[src/rtl/mac_lane_seq_pkg.sv]
// Shared types and default parameters for the lane-sequential MAC.
package mac_lane_seq_pkg;

    typedef enum logic [1:0] {
        ST_IDLE = 2'd0,
        ST_RUN  = 2'd1,
        ST_DONE = 2'd2
    } state_t;

    localparam int unsigned DEF_NUM_LANES = 3;
    localparam int unsigned DEF_LANE_W    = 8;
    localparam int unsigned DEF_ACC_W     = 20;

    // Lane index width, never narrower than one bit.
    function automatic int unsigned idx_width(input int unsigned lanes);
        return (lanes > 1) ? $clog2(lanes) : 1;
    endfunction

endpackage

[src/rtl/mac_lane_seq_lane_sel.sv]
// Combinational lane extract from a packed word; lane 0 sits in the MSBs.
module mac_lane_sel #(
    parameter int unsigned NUM_LANES = 3,
    parameter int unsigned LANE_W    = 8,
    parameter int unsigned IDX_W     = 2
) (
    input  logic [NUM_LANES*LANE_W-1:0] i_word,
    input  logic [IDX_W-1:0]            i_idx,
    output logic [LANE_W-1:0]           o_lane
);

    // Select the addressed lane; out-of-range indices yield zero.
    always_comb begin
        o_lane = '0;
        for (int unsigned i = 0; i < NUM_LANES; i++) begin
            if (32'(i_idx) == i) begin
                o_lane = i_word[(NUM_LANES-1-i)*LANE_W +: LANE_W];
            end
        end
    end

endmodule

[src/rtl/mac_lane_seq.sv]
// Sequential multiply-accumulate: one lane product per clock, MSB lane first,
// with start/busy, valid/ready result handshake, chaining and sticky overflow.
module mac_lane_seq
    import mac_lane_seq_pkg::*;
#(
    parameter int unsigned NUM_LANES = DEF_NUM_LANES,
    parameter int unsigned LANE_W    = DEF_LANE_W,
    parameter int unsigned ACC_W     = DEF_ACC_W,
    parameter bit          SATURATE  = 1'b1
) (
    input  logic                        clk,
    input  logic                        rst_in,
    input  logic                        start,
    input  logic                        accum_en,
    input  logic [NUM_LANES*LANE_W-1:0] inputattr,
    input  logic [NUM_LANES*LANE_W-1:0] inputcoeff,
    output logic                        busy,
    output logic                        out_valid,
    input  logic                        out_ready,
    output logic [ACC_W-1:0]            acc,
    output logic                        overflow
);

    localparam int unsigned WORD_W = NUM_LANES * LANE_W;
    localparam int unsigned IDX_W  = idx_width(NUM_LANES);
    localparam int unsigned PROD_W = 2 * LANE_W;
    localparam logic [IDX_W-1:0] LAST_IDX = IDX_W'(NUM_LANES - 1);

    state_t              r_state;
    state_t              w_state_nxt;
    logic                w_accept;
    logic                w_last;
    logic [WORD_W-1:0]   r_attr;
    logic [WORD_W-1:0]   r_coeff;
    logic [IDX_W-1:0]    r_lane_idx;
    logic [ACC_W-1:0]    r_sum;
    logic [ACC_W-1:0]    r_acc;
    logic [ACC_W-1:0]    w_sum_nxt;
    logic                r_valid;
    logic                r_ovf;
    logic [LANE_W-1:0]   w_attr_lane;
    logic [LANE_W-1:0]   w_coeff_lane;
    logic [PROD_W-1:0]   w_prod;
    logic [ACC_W:0]      w_add;

    mac_lane_sel #(
        .NUM_LANES (NUM_LANES),
        .LANE_W    (LANE_W),
        .IDX_W     (IDX_W)
    ) u_sel_attr (
        .i_word (r_attr),
        .i_idx  (r_lane_idx),
        .o_lane (w_attr_lane)
    );

    mac_lane_sel #(
        .NUM_LANES (NUM_LANES),
        .LANE_W    (LANE_W),
        .IDX_W     (IDX_W)
    ) u_sel_coeff (
        .i_word (r_coeff),
        .i_idx  (r_lane_idx),
        .o_lane (w_coeff_lane)
    );

    // State register.
    always_ff @(posedge clk) begin
        if (rst_in) begin
            r_state <= ST_IDLE;
        end else begin
            r_state <= w_state_nxt;
        end
    end

    // Next state and start acceptance (IDLE, or DONE with the result taken).
    always_comb begin
        w_state_nxt = r_state;
        w_accept    = 1'b0;
        w_last      = (r_lane_idx == LAST_IDX);
        case (r_state)
            ST_IDLE: begin
                if (start) begin
                    w_accept    = 1'b1;
                    w_state_nxt = ST_RUN;
                end
            end
            ST_RUN: begin
                if (w_last) begin
                    w_state_nxt = ST_DONE;
                end
            end
            ST_DONE: begin
                if (out_ready) begin
                    if (start) begin
                        w_accept    = 1'b1;
                        w_state_nxt = ST_RUN;
                    end else begin
                        w_state_nxt = ST_IDLE;
                    end
                end
            end
            default: w_state_nxt = ST_IDLE;
        endcase
    end

    // Lane product and one-bit-wider add; the extra bit is the overflow carry.
    always_comb begin
        w_prod    = PROD_W'(w_attr_lane) * PROD_W'(w_coeff_lane);
        w_add     = {1'b0, r_sum} + (ACC_W+1)'(w_prod);
        w_sum_nxt = (SATURATE && w_add[ACC_W]) ? '1 : w_add[ACC_W-1:0];
    end

    // Datapath: latch words on accept, accumulate in RUN, publish on the last lane.
    always_ff @(posedge clk) begin
        if (rst_in) begin
            r_attr     <= '0;
            r_coeff    <= '0;
            r_lane_idx <= '0;
            r_sum      <= '0;
            r_acc      <= '0;
            r_valid    <= 1'b0;
            r_ovf      <= 1'b0;
        end else if (w_accept) begin
            r_attr     <= inputattr;
            r_coeff    <= inputcoeff;
            r_lane_idx <= '0;
            r_valid    <= 1'b0;
            if (!accum_en) begin
                r_sum <= '0;
                r_ovf <= 1'b0;
            end
        end else if (r_state == ST_RUN) begin
            r_sum      <= w_sum_nxt;
            r_lane_idx <= r_lane_idx + IDX_W'(1);
            if (w_add[ACC_W]) begin
                r_ovf <= 1'b1;
            end
            if (w_last) begin
                r_acc   <= w_sum_nxt;
                r_valid <= 1'b1;
            end
        end else if (r_state == ST_DONE && out_ready) begin
            r_valid <= 1'b0;
        end
    end

    assign busy      = (r_state != ST_IDLE);
    assign out_valid = r_valid;
    assign acc       = r_acc;
    assign overflow  = r_ovf;

endmodule

[config.mk]
export PLATFORM = sky130hd
export DESIGN_NAME = mac_lane_seq
export DESIGN_NICKNAME = d
export VERILOG_FILES = /design/src/rtl/mac_lane_seq_pkg.sv /design/src/rtl/mac_lane_seq_lane_sel.sv /design/src/rtl/mac_lane_seq.sv
export SDC_FILE = /design/constraint.sdc
export NUM_CORES = 1
export LEC_CHECK = 0
export CAP_MARGIN = 30
export CORE_UTILIZATION = 55
export DETAILED_ROUTE_END_ITERATION = 7
export GPL_TIMING_DRIVEN = 0
export PLACE_DENSITY_LB_ADDON = 0.25
export SLEW_MARGIN = 5
export SYNTH_ARGS = -nofsm -noshare
export SYNTH_HDL_FRONTEND = slang
export SYNTH_HIERARCHICAL = 1
export SYNTH_SLANG_ARGS = --single-unit
[constraint.sdc]
create_clock -name clk -period 7.4 [get_ports clk]
set_clock_uncertainty 0.2 [all_clocks]
set_input_delay 1.48 -clock clk [delete_from_list [all_inputs] [get_ports clk]]
set_output_delay 1.48 -clock clk [all_outputs]
set_load 0.02 [all_outputs]
==> out/metrics.yaml <==
outcome:
  outcome: "completed"
detailed_routing:
  drt-pass1-iter-count: 5
  wl_um: 16000
  wl_per_cell_um: 15.6
  first_iter_violations: 406
  drc: 0
  ant_nets: 0
  vias: 5705
  vias_per_cell: 5.57
floorplan:
  die_w_um: 111
  die-area_um2: 12300
  die_h_um: 111
  start_util_pct: 56.8
  fp.coreArea_um2: 11500
  io_pins: 76
  rows: 39
cts:
  cts_tree: "done"
  clk_latency_ns: 0.35
  clock-sinks: 94
  cts_setup_buffers: 0
  clkSlewWorstSetupHoldPaths_ns: 0.07
  cts_buffers: 9
  clockBufferDepth: 2
  htree_levels: 3
  cts_resized: 0
  cts_root_buf: "clkbuf_16"
  hold_buffers: 0
global_routing:
  use_met3_pct: 3.12
  grt_pass1_vias: 5790
  overflow: 0
  met1_usage_pct: 35.7
  grtUsageTotal_pct: 27.5
  grt_pass1_wl_um: 27300
  grt_start_max_net_pins: 17
  antenna_found_initial: 0
  use_met2_pct: 46.5
  grt-busiest-layer: "met2"
synth:
  synth-async-reset-ratio_pct: 0
  yosysUniqueCellTypes: 54
  synth_top_cell_by_area: "dfxtp_1"
  netlist_area_um2: 6510
  yosysWarningCount: 6
  syn_area_per_cell_um2: 8.24
  ys_ff_latch: 94
  yosysMostFrequentCell: "nand2_1"
  yosysTopAreaCellShare_pct: 28.9
  netlist_instances: 791
  ys_top_cells_by_area: "dfxtp_1 (29%), fa_1 (15%), nand2_1 (9.1%), ha_1 (8.1%), a21oi_1 (6.9%)"
  synth_edf_count: 0
  synth_common_cells: "nand2_1 (158), inv_1 (102), dfxtp_1 (94), a21oi_1 (90), fa_1 (50)"
  ys_seq_area_share_pct: 28.9
  syn-num-nets: 936
  ys.flop_type: "dfxtp_1"
timing:
  hold_viol: 0
  slew_violations: 0
  period_minus_slack_ns: 6.19
  fmax_mhz: 162
  slew_headroom_pct: 41.7
  setup_viol: 0
  worstMarginPinSlew_ns: 0.875
  setup_tns_ns: 0
  rsz0062_at_grt: "false"
  period_share_pct: 83.7
worst_setup_path:
  rr_worst_depth: 19
  timing.rr.end: "acc[11]$_SDFFE_PP0P_"
  arrival_ns: 6.21
  critical_path_class: "reg2reg"
  crit_path_start_kind: "flop"
  rrSetupSlack_ns: 1.21
  worstPathRequired_ns: 7.42
  r2r-start: "r_lane_idx[0]$_SDFFE_PP0P_"
  cp_max_fo: 10
  end_kind: "flop"
layout:
  seqCellArea_um2: 1880
  multi_input_area_um2: 4050
  fillers: 944
  diodes: 0
  nets: 1022
  utilization_pct: 67.6
  area.growth.synth_to_final_pct: 19.0
  final_layout_size_suffix_gt1_share_pct: 3.97
pwr:
  ir_drop_mv: 0.111
  powerDensity_nw_per_um2: 168
  p_leak_uw: 0.00340
hold_path:
  holdCritStartpoint: "r_sum[13]$_SDFFE_PP0P_"
  min_to: "r_sum[13]$_SDFFE_PP0P_"
  whs_path_depth: 2
  hold_class: "reg2reg"
placement:
  place_congestion: 0.904
  hpwlAfterDp_um: 12800
  numPortBuffers: 75
run:
  cap_violations: 0
==> final cells by class <==
cell class	instances	share of cell area [%]
plain buffers	38	2.58
clock buffers	10	3.08
clock inverters	6	0.888
inverters	102	4.94
multi-input cells	557	52.2
flip-flops and latches	94	24.3
well taps	143	2.31
repair buffers	75	9.68
==> metal layers <==
metal | up-vias | wire [um] | part of all wire (%)
met2 | 215 | 7880 | 49
met1 | 2717 | 6890 | 43
met4 | 0 | 345 | 2.2
li1 | 2749 | - | -
met3 | 24 | 911 | 5.7
met5 | - | 0 | 0
==> worst max-delay path by stage <==
stage	startpoint	endpoint	slack, ns	cells after the start
after floorplan	r_lane_idx[1]$_SDFFE_PP0P_	r_sum[16]$_SDFFE_PP0P_	2.04	20
after global placement	r_lane_idx[0]$_SDFFE_PP0P_	r_sum[17]$_SDFFE_PP0P_	1.36	19
after detailed placement	r_lane_idx[0]$_SDFFE_PP0P_	r_sum[17]$_SDFFE_PP0P_	1.29	19
after CTS	r_lane_idx[0]$_SDFFE_PP0P_	r_sum[17]$_SDFFE_PP0P_	1.25	19
after global routing	r_lane_idx[0]$_SDFFE_PP0P_	r_sum[16]$_SDFFE_PP0P_	0.83	18
final	r_lane_idx[0]$_SDFFE_PP0P_	acc[11]$_SDFFE_PP0P_	1.21	19
==> power breakdown <==
group | internal [uW] | switching, uW
Combinational | 110 | 165
Sequential | 532 | 16.3
Clock | 273 | 208
Total | 915 | 389
==> sequential cells by signal, summed over array words and instances, names as in the netlist <==
register / cells
acc: 20
out_valid: 1
overflow: 1
r_attr: 24
r_coeff: 24
r_lane_idx: 2
r_state: 2
r_sum: 20
==> worst max-delay path, stage by stage (launching register included) <==
cell and delay (ns):
dfxtp_1 0.44, buf_6 0.20, mux2i_1 0.11, o2bb2ai_1 0.70, nand2_1 0.18, fa_1 0.55, fa_1 0.56, inv_1 0.06
fa_1 0.53, inv_1 0.07, fa_1 0.53, inv_1 0.04, ha_1 0.36, a21o_1 0.20, a31oi_1 0.32, a211o_1 0.27
a31oi_4 0.13, buf_6 0.19, a21oi_1 0.27, a21oi_1 0.13
==> kinds of logic (layout without fill, tap and decap cells) <==
kind of cell / Yosys count / in the layout / synth area share [%]
xor+xnor: 9 / 9 / 1.21
flops: 94 / 94 / 28.9
compound gates: 193 / 193 / 18.0
simple gates: 247 / 247 / 17.1
buf+inv: 140 / 231 / 8.95
mux: 16 / 16 / 2.46
fa+ha+maj: 92 / 92 / 23.4
==> cells in the final DEF, fill, tap and decap left out, types with 4 or more instances in the layout <==
master           count
a21o_1               8
a21oi_1             90
and2_1              38
buf_6                7
clkbuf_1            29
clkbuf_16            9
clkdlybuf4s50_1     75
dfxtp_1             94
fa_1                50
ha_1                42
inv_1              102
mux2i_1             16
nand2_1            158
nand3_1              4
nor2_1              19
nor2b_1              6
nor3_1               5
o21a_1               4
o21ai_0             30
o21ai_1             17
o2bb2ai_1           16
or3_1                4
xnor2_1              4
xor2_1               5
==> through the flow <==
stage	std cells	power, uW	setup slack [ns]	cell area [um2]	hold slack [ns]
6_report	1025	1300	1.21	7750	0.254
5_1_grt	1025	1360	0.835	7750	0.271
4_1_cts	1025	1310	1.25	7750	0.255
3_5_place_dp	1009	831	1.29	7440	0.247
3_3_place_gp	1009	821	1.36	7440	0.240
2_1_floorplan	791	732	2.04	6520	0.225
No activity file was read; power rests on OpenSTA's default activity.
